[src/rtl/irq_controller.sv]
`default_nettype none
// ---------------------------------------------------------------------------
// irq_controller: edge-captured, maskable, fixed-priority IRQ front end for CP0
// Rev 1.0
// ---------------------------------------------------------------------------
module irq_controller #(
  parameter int N_SRC = 8,
  parameter int ID_W  = 3,
  parameter int CNT_W = 16
) (
  input  logic             clk,
  input  logic             rst,
  input  logic [N_SRC-1:0] irq_src,
  input  logic             mask_we,
  input  logic [N_SRC-1:0] mask_wdata,
  input  logic             irq_taken,
  input  logic             eret,
  output logic             irq_req,
  output logic             cause_valid,
  output logic [ID_W-1:0]  cause_id,
  output logic [N_SRC-1:0] pending,
  output logic [N_SRC-1:0] mask,
  output logic [CNT_W-1:0] irq_count
);

  localparam logic [1:0] S_IDLE    = 2'd0;
  localparam logic [1:0] S_REQ     = 2'd1;
  localparam logic [1:0] S_SERVICE = 2'd2;

  logic [1:0]       state;
  logic [1:0]       state_next;
  logic [N_SRC-1:0] prev_src;
  logic [N_SRC-1:0] pending_r;
  logic [N_SRC-1:0] mask_r;
  logic [N_SRC-1:0] eligible;
  logic [N_SRC-1:0] rise;
  logic [N_SRC-1:0] clr_vec;
  logic [ID_W-1:0]  winner;
  logic [ID_W-1:0]  cause_id_r;
  logic [CNT_W-1:0] count_r;
  logic             take;

  always_comb begin
    eligible = pending_r & mask_r;
    rise     = irq_src & ~prev_src;
  end

  // Scan high to low so the lowest eligible index is the last one written.
  always_comb begin
    winner = '0;
    for (int i = N_SRC - 1; i >= 0; i--) begin
      if (eligible[i]) begin
        winner = ID_W'(i);
      end
    end
  end

  always_comb begin
    take    = (state == S_REQ) && irq_taken;
    clr_vec = take ? (N_SRC'(1) << cause_id_r) : '0;
  end

  always_ff @(posedge clk) begin
    if (rst) begin
      state <= S_IDLE;
    end else begin
      state <= state_next;
    end
  end

  always_comb begin
    state_next = state;
    case (state)
      S_IDLE: begin
        if (|eligible) begin
          state_next = S_REQ;
        end
      end
      S_REQ: begin
        // Acceptance beats a concurrent withdraw by mask.
        if (irq_taken) begin
          state_next = S_SERVICE;
        end else if (!mask_r[cause_id_r]) begin
          state_next = S_IDLE;
        end
      end
      S_SERVICE: begin
        if (eret) begin
          state_next = S_IDLE;
        end
      end
      default: state_next = S_IDLE;
    endcase
  end

  always_comb begin
    irq_req     = (state == S_REQ);
    cause_valid = (state == S_SERVICE);
  end

  // A fresh edge in the same cycle as the clear keeps the bit pending.
  always_ff @(posedge clk) begin
    if (rst) begin
      prev_src   <= '0;
      pending_r  <= '0;
      mask_r     <= '0;
      cause_id_r <= '0;
      count_r    <= '0;
    end else begin
      prev_src  <= irq_src;
      pending_r <= (pending_r & ~clr_vec) | rise;
      if (mask_we) begin
        mask_r <= mask_wdata;
      end
      if ((state == S_IDLE) && (|eligible)) begin
        cause_id_r <= winner;
      end
      if (take) begin
        count_r <= count_r + CNT_W'(1);
      end
    end
  end

  assign cause_id  = cause_id_r;
  assign pending   = pending_r;
  assign mask      = mask_r;
  assign irq_count = count_r;

endmodule
`default_nettype wire

[config.mk]
export PLATFORM = sky130hd
export DESIGN_NAME = irq_controller
export DESIGN_NICKNAME = d
export VERILOG_FILES = /design/src/rtl/irq_controller.sv
export SDC_FILE = /design/constraint.sdc
export NUM_CORES = 1
export LEC_CHECK = 0
export CORE_UTILIZATION = 42
export CTS_CLUSTER_SIZE = 28
export DETAILED_ROUTE_END_ITERATION = 8
export GPL_TIMING_DRIVEN = 0
export PLACE_DENSITY = 0.76
export SLEW_MARGIN = 15
export SYNTH_ARGS = -nofsm -noshare
export SYNTH_HDL_FRONTEND = slang
export SYNTH_SLANG_ARGS = --single-unit
[constraint.sdc]
create_clock -name clk -period 1.5 [get_ports clk]
set_input_delay 0.3 -clock clk [delete_from_list [all_inputs] [get_ports clk]]
set_output_delay 0.3 -clock clk [all_outputs]
set_load 0.005 [all_outputs]
# Yosys cells after proc, flatten, opt, wreduce, memory -nomap -nowiden

Index checks and enable logic that the tools add are counted.

Register bits: 45
Logic and storage cells: 41
Input port bits: 21

Eq/ne operators: 5
Muxes and demuxes: 16
Bitwise operators: 6
Shifts and indexed selects: 1
Reduce and logical (&&, ||, !) cells: 5
Add/subtract/negate cells: 1
Magnitude comparators: 1

Operators by type and width:

| operator              | count |
|---|---|
| $and 8x8->8           | 3 |
| $mux 3                | 8 |
| $add 16x1->16 const B | 1 |
| $not 8->8             | 2 |
| $mux 2                | 4 |
| $mux 8                | 1 |
| $or 8x8->8            | 1 |
| $reduce_or 8->1       | 1 |
| $shl 1x3->8 const A   | 1 |
| $pmux 2 s3            | 1 |
| $lt 3x4->1 const B    | 1 |
| $ne 2x2->1 const B    | 2 |
| $bmux 1 s3            | 1 |
| $ne 3x3->1 const B    | 1 |
| $reduce_and 3->1      | 1 |
| $eq 2x1->1 const B    | 1 |
| $eq 2x2->1 const B    | 1 |
| $logic_and 1x1->1     | 2 |
| $logic_not 2->1       | 1 |
| $mux 1                | 1 |

# Depth between registers and ports, before layout

Word-level depth: 9
Gate-level depth with buffers: 6
Mapped depth without buffers: 4

# Worst setup path after synthesis

No wires, ideal clock.

Kind: flip-flop to flip-flop
Start: reg cause_id_r[1], in the netlist cause_id[1]
End: reg state[0]
Arrival time: 1.407 ns
Stages on the path, launching flop included: 5
Slack: -0.022 ns
Cell sequence: dfxtp_1 > buf_2 > mux4_2 > o2111a_1 > o21a_1

Word-level cells in the longest chain between the ends: 4

Ends and longest elaborated chain:

| what                         | RTL line | source |
|---|---|---|
| from (decl)                  | 39       | `logic [ID_W-1:0] cause_id_r;` |
| from (signal assigned)       | 116      | `cause_id_r <= winner;` |
| $bmux 1 s3                   | 83       | `end else if (!mask_r[cause_id_r]) begin` |
| $mux 1 (implied by the code) | 83       |  |
| $ne 3x3->1 (no line)         | n/a      |  |
| $reduce_and 3->1 (no line)   | n/a      |  |
| to (signal assigned)         | 67       | `state <= state_next;` |
| to (decl)                    | 30       | `logic [1:0] state;` |

No other way between the ends. The select of a mux whose other input is x is not followed.
A chain may end at the register's enable or synchronous reset.

# Worst setup path in the final report

Start: reg mask_r[4], in the netlist mask[4]
End: out mask[4]

RTL lines:

| what                   | RTL line | source |
|---|---|---|
| from (decl)            | 34       | `logic [N_SRC-1:0] mask_r;` |
| from (signal assigned) | 113      | `mask_r <= mask_wdata;` |
| to (decl)              | 22       | `output logic [N_SRC-1:0] mask,` |

No word-level cell between the ends.

==> metrics list <==
* Run status: finished, final reports clean
- The floorplan has 24 rows.
- The number of global-route vias before repair came to 1656.
- Of the total synthesized cell area, the portion taken by AND, OR, NAND and NOR gates is 0.236.
- Minimum setup slack after placement: -0.407 ns
- In this run the critical register-to-register path is launched from state[1]$_SDFFE_PP0P_.
* CP cell instances: clkdlybuf4s50_1
* Share of the synthesized area in compound gates (AO/OA/AOI/OAI): 0.145
- Counting flops and latches in the post-synthesis netlist gives 45.
* Cell family contributing the most delay on the critical path: buffers and inverters
* Setup Crit Path Kind: register to primary output
* Total wirelength of the detailed-routed design: 5100 um
- Number of levels in the clock H-tree: 2
* Count of filler cells inserted in the layout: 358
- Number of maximum-capacitance violations: 0
* Worst hold-check path type: input port to register
- 58 I/O pins were placed.
- The first TritonRoute pass finished after 4 iterations.
* DRC violation count after routing: 0
- Latest clock arrival within the worst-skew pair: 0.30 ns
- In the global route stage, overall resource usage came out at 0.200.
* Maximum number of pins on one net before global-route repair: 14
* Capturing instance or port of the critical path: mask[4]
* Multiplexer share of the synthesized area: 0.0687
- Summed over all layers, the global routing overflow is 0.
- CTS sink count: 45
* DIE WIDTH: 69.8 um
* Count of mapped cells out of synthesis: 211
* Diodes inserted: 0
* R2R setup slack: 0.04 ns
- Routed length per placed instance: 15.2 um
* Clk slew on worst S/H paths: 0.09 ns
* Endpoint of the lowest-slack register-to-register path: irq_count[15]$_SDFFE_PP0P_
- Tightest Pin Transition: 0.572 ns
- Largest family of logic cells by synthesized area: simple AND/OR/NAND/NOR gates
- The region available for standard cell placement spans 4380 um^2.
* Final total power: 2620 uW
- The number of cells on the worst reg-to-reg path is 5.
- First element of the critical path: mask[4]$_SDFFE_PP0P_
- In this run the deepest clock path goes through 2 buffers.
- Parity-gate share of the synthesized area counting xor and xnor cells: 0.0409
- On the worst path, the slowest cell contributes a delay of 0.52 ns.
- The die covers 4870 um^2.
- From bottom edge to top edge, the die measures 69.8 um.
- Worst endpoint required time: 1.20 ns
* Adder-cell share of the synthesized area: 0.00649
- During synthesis, Yosys emitted a total of 0 warnings.
* Post-detailed-route via-to-cell ratio: 5.35
- Slowest cell on crit path: clkdlybuf4s50_1
- Synthesis produced a netlist with a net count of 233.
* Critical Path Stages: 1
* Clock tree from TritonCTS: built
* Mean instance size in the synthesized netlist: 9.14 um^2
* Number of buffers added by the clock tree synthesis step: 5
- Static timing analysis puts the maximum clock frequency at 668 MHz.
- In this run the tightest slew margin relative to its limit is 0.619.
- Post-layout min period: 1.50 ns
* Final setup violation count: 0
- NumNets Final: 304
* Fraction of the yosys area taken by sequential cells: 0.467
- For this configuration, the core starts out at a cell density of 0.440.
- After routing, the total negative slack on setup checks comes to 0 ns.
- Area added between synthesis and finish: 50.6%
* Commonest non-fill, non-tap cells in the layout: clkdlybuf4s50_1 (43), nor2_1 (23), dfxtp_2 (22)
- Critical path buffers and inverters: 1
- Max-slew violation count: 0
- Port buffering added 55 buffers.
* Fraction of layout instances using a drive strength above 1: 0.254
- Final Cycle Share: 0.998
- Worst setup margin: 0.00280 ns
- CTS root buf: clkbuf_8
- Once detailed placement completed, the half-perimeter wirelength came to 3320 um.
* Launching element type of the critical path: register
* Number of violations reported at the end of detailed-routing iteration 0: 154
* Cell type with the largest total area after synthesis: dfxtp_1
* Unique masters post-synth: 38
* P_leak: 0.00123 uW
- The initial antenna violation count was 0.
* Max Clock Skew: 0.00860 ns
- Fraction of post-synthesis cell area in the top cell type by area: 0.467
- Routed vias: 1791
- Of all nets on the critical path, the largest fanout is 2.
- Endpoints failing hold: 0
* Commonest non-fill, non-tap cell in the layout: clkdlybuf4s50_1
* P per Cell Area: 903 nW/um^2
* Critical path arrival: 1.20 ns
* Type of element capturing the critical path: primary output
* Post-Synthesis Cell Area: 1930 um^2
* Worst-case vdd ir drop: 641 uV
- CTS Hold Buffers Added: 0
* Wire length of the first global-routing pass: 7780 um
* Top cells by area in the synthesized netlist: dfxtp_1 (47%), mux2i_1 (5.7%), a21oi_1 (4.9%)
* Count of nets left with antenna violations after detail routing: 0
- The congestion estimate from routability-driven global placement came to 0.801.
[cells in the mapped netlist (all sizes together)]
cell type   n
inv         5
nand2b     11
nand3       4
a2111o      1
mux2i      11
o31ai       5
or2         1
or4         3
xnor2       1
buf         5
xor2        8
nor3        2
nand2       9
mux4        1
a31oi       2
ha          1
nor2       23
a21oi      19
and2        2
and3        3
o2111a      1
clkbuf      7
nor2b      11
a32o        2
and3b       1
a22oi       4
nand4       6
o21a        1
and4        2
dfxtp      45
o21ai      11
or3         3
[kinds of logic (layout without fill, tap and decap cells)]
kind of cell,Yosys count,after routing
simple gates,81,81
compound gates,46,46
flops,45,45
buf+inv,17,89
mux,12,12
xor+xnor,9,9
fa+ha+maj,1,1
[layout make-up]
cell class / count / area (um^2) / area share
Clock buffer: 7 / 86.3 / 0.0297
Inverter: 5 / 18.8 / 0.00646
Sequential cell: 45 / 981 / 0.338
Multi-Input combinational cell: 149 / 1000 / 0.345
Timing Repair Buffer: 64 / 651 / 0.224
Tap cell: 52 / 65.1 / 0.0224
Buffer: 12 / 71.3 / 0.0245
Clock inverter: 1 / 30.0 / 0.0103
[worst register-to-register path: cells and delay by family, from the launching register on]
family / cells / cell delay, ns
and+or+nand+nor: 3 / 0.77
AOI/OAI and AO/OA: 1 / 0.13
DFF: 1 / 0.35
buffers and inverters: 1 / 0.13
[worst min-delay path by stage]
| stage | start | to | depth (start not counted) |
|---|---|---|---|
| 4_1_cts | rst | prev_src[1]$_SDFF_PP0_ | 2 |
| 3_3_place_gp | prev_src[6]$_SDFF_PP0_ | pending[6]$_SDFF_PP0_ | 2 |
| 6_report | rst | prev_src[1]$_SDFF_PP0_ | 2 |
| 2_1_floorplan | irq_src[0] | prev_src[0]$_SDFF_PP0_ | 1 |
| 3_5_place_dp | prev_src[7]$_SDFF_PP0_ | pending[7]$_SDFF_PP0_ | 2 |
| 5_1_grt | rst | prev_src[2]$_SDFF_PP0_ | 2 |
[repair_timing]
action / 4_1_cts / 5_1_grt
pin swaps: 2 / 3
buffers inserted: 2 / 7
endpoints found under the setup margin: 39 / 36
resized for setup: 45 / 35
[routing by layer]
metal,share of wire,GRT usage
met2,0.50,0.337
met1,0.43,0.247
met3,0.044,0.0378
met4,0.019,0.0911
met5,0,0
[flip-flops by register name, indices dropped and copies added (netlist names)]
signal,cells
cause_id,3
prev_src,8
state,2
pending,8
mask,8
irq_count,16
[per-stage QoR]
step	cell area (um^2)	utilization	hold slack, ns	std cells
floorplan	1930	-	0.428	211
global placement	2550	0.581	0.470	318
detailed placement	2550	0.581	0.474	318
CTS	2750	0.628	0.384	328
global route	2910	0.663	0.442	335
finish	2910	0.663	0.394	335
[where the power goes]
part	total, uW	leakage (uW)	internal (uW)	switching [uW]
clock	962	0.0000585	543	419
sequential	1290	0.000388	1240	50.3
combinational	370	0.000779	216	154
Power figures use the tool's default switching activity.
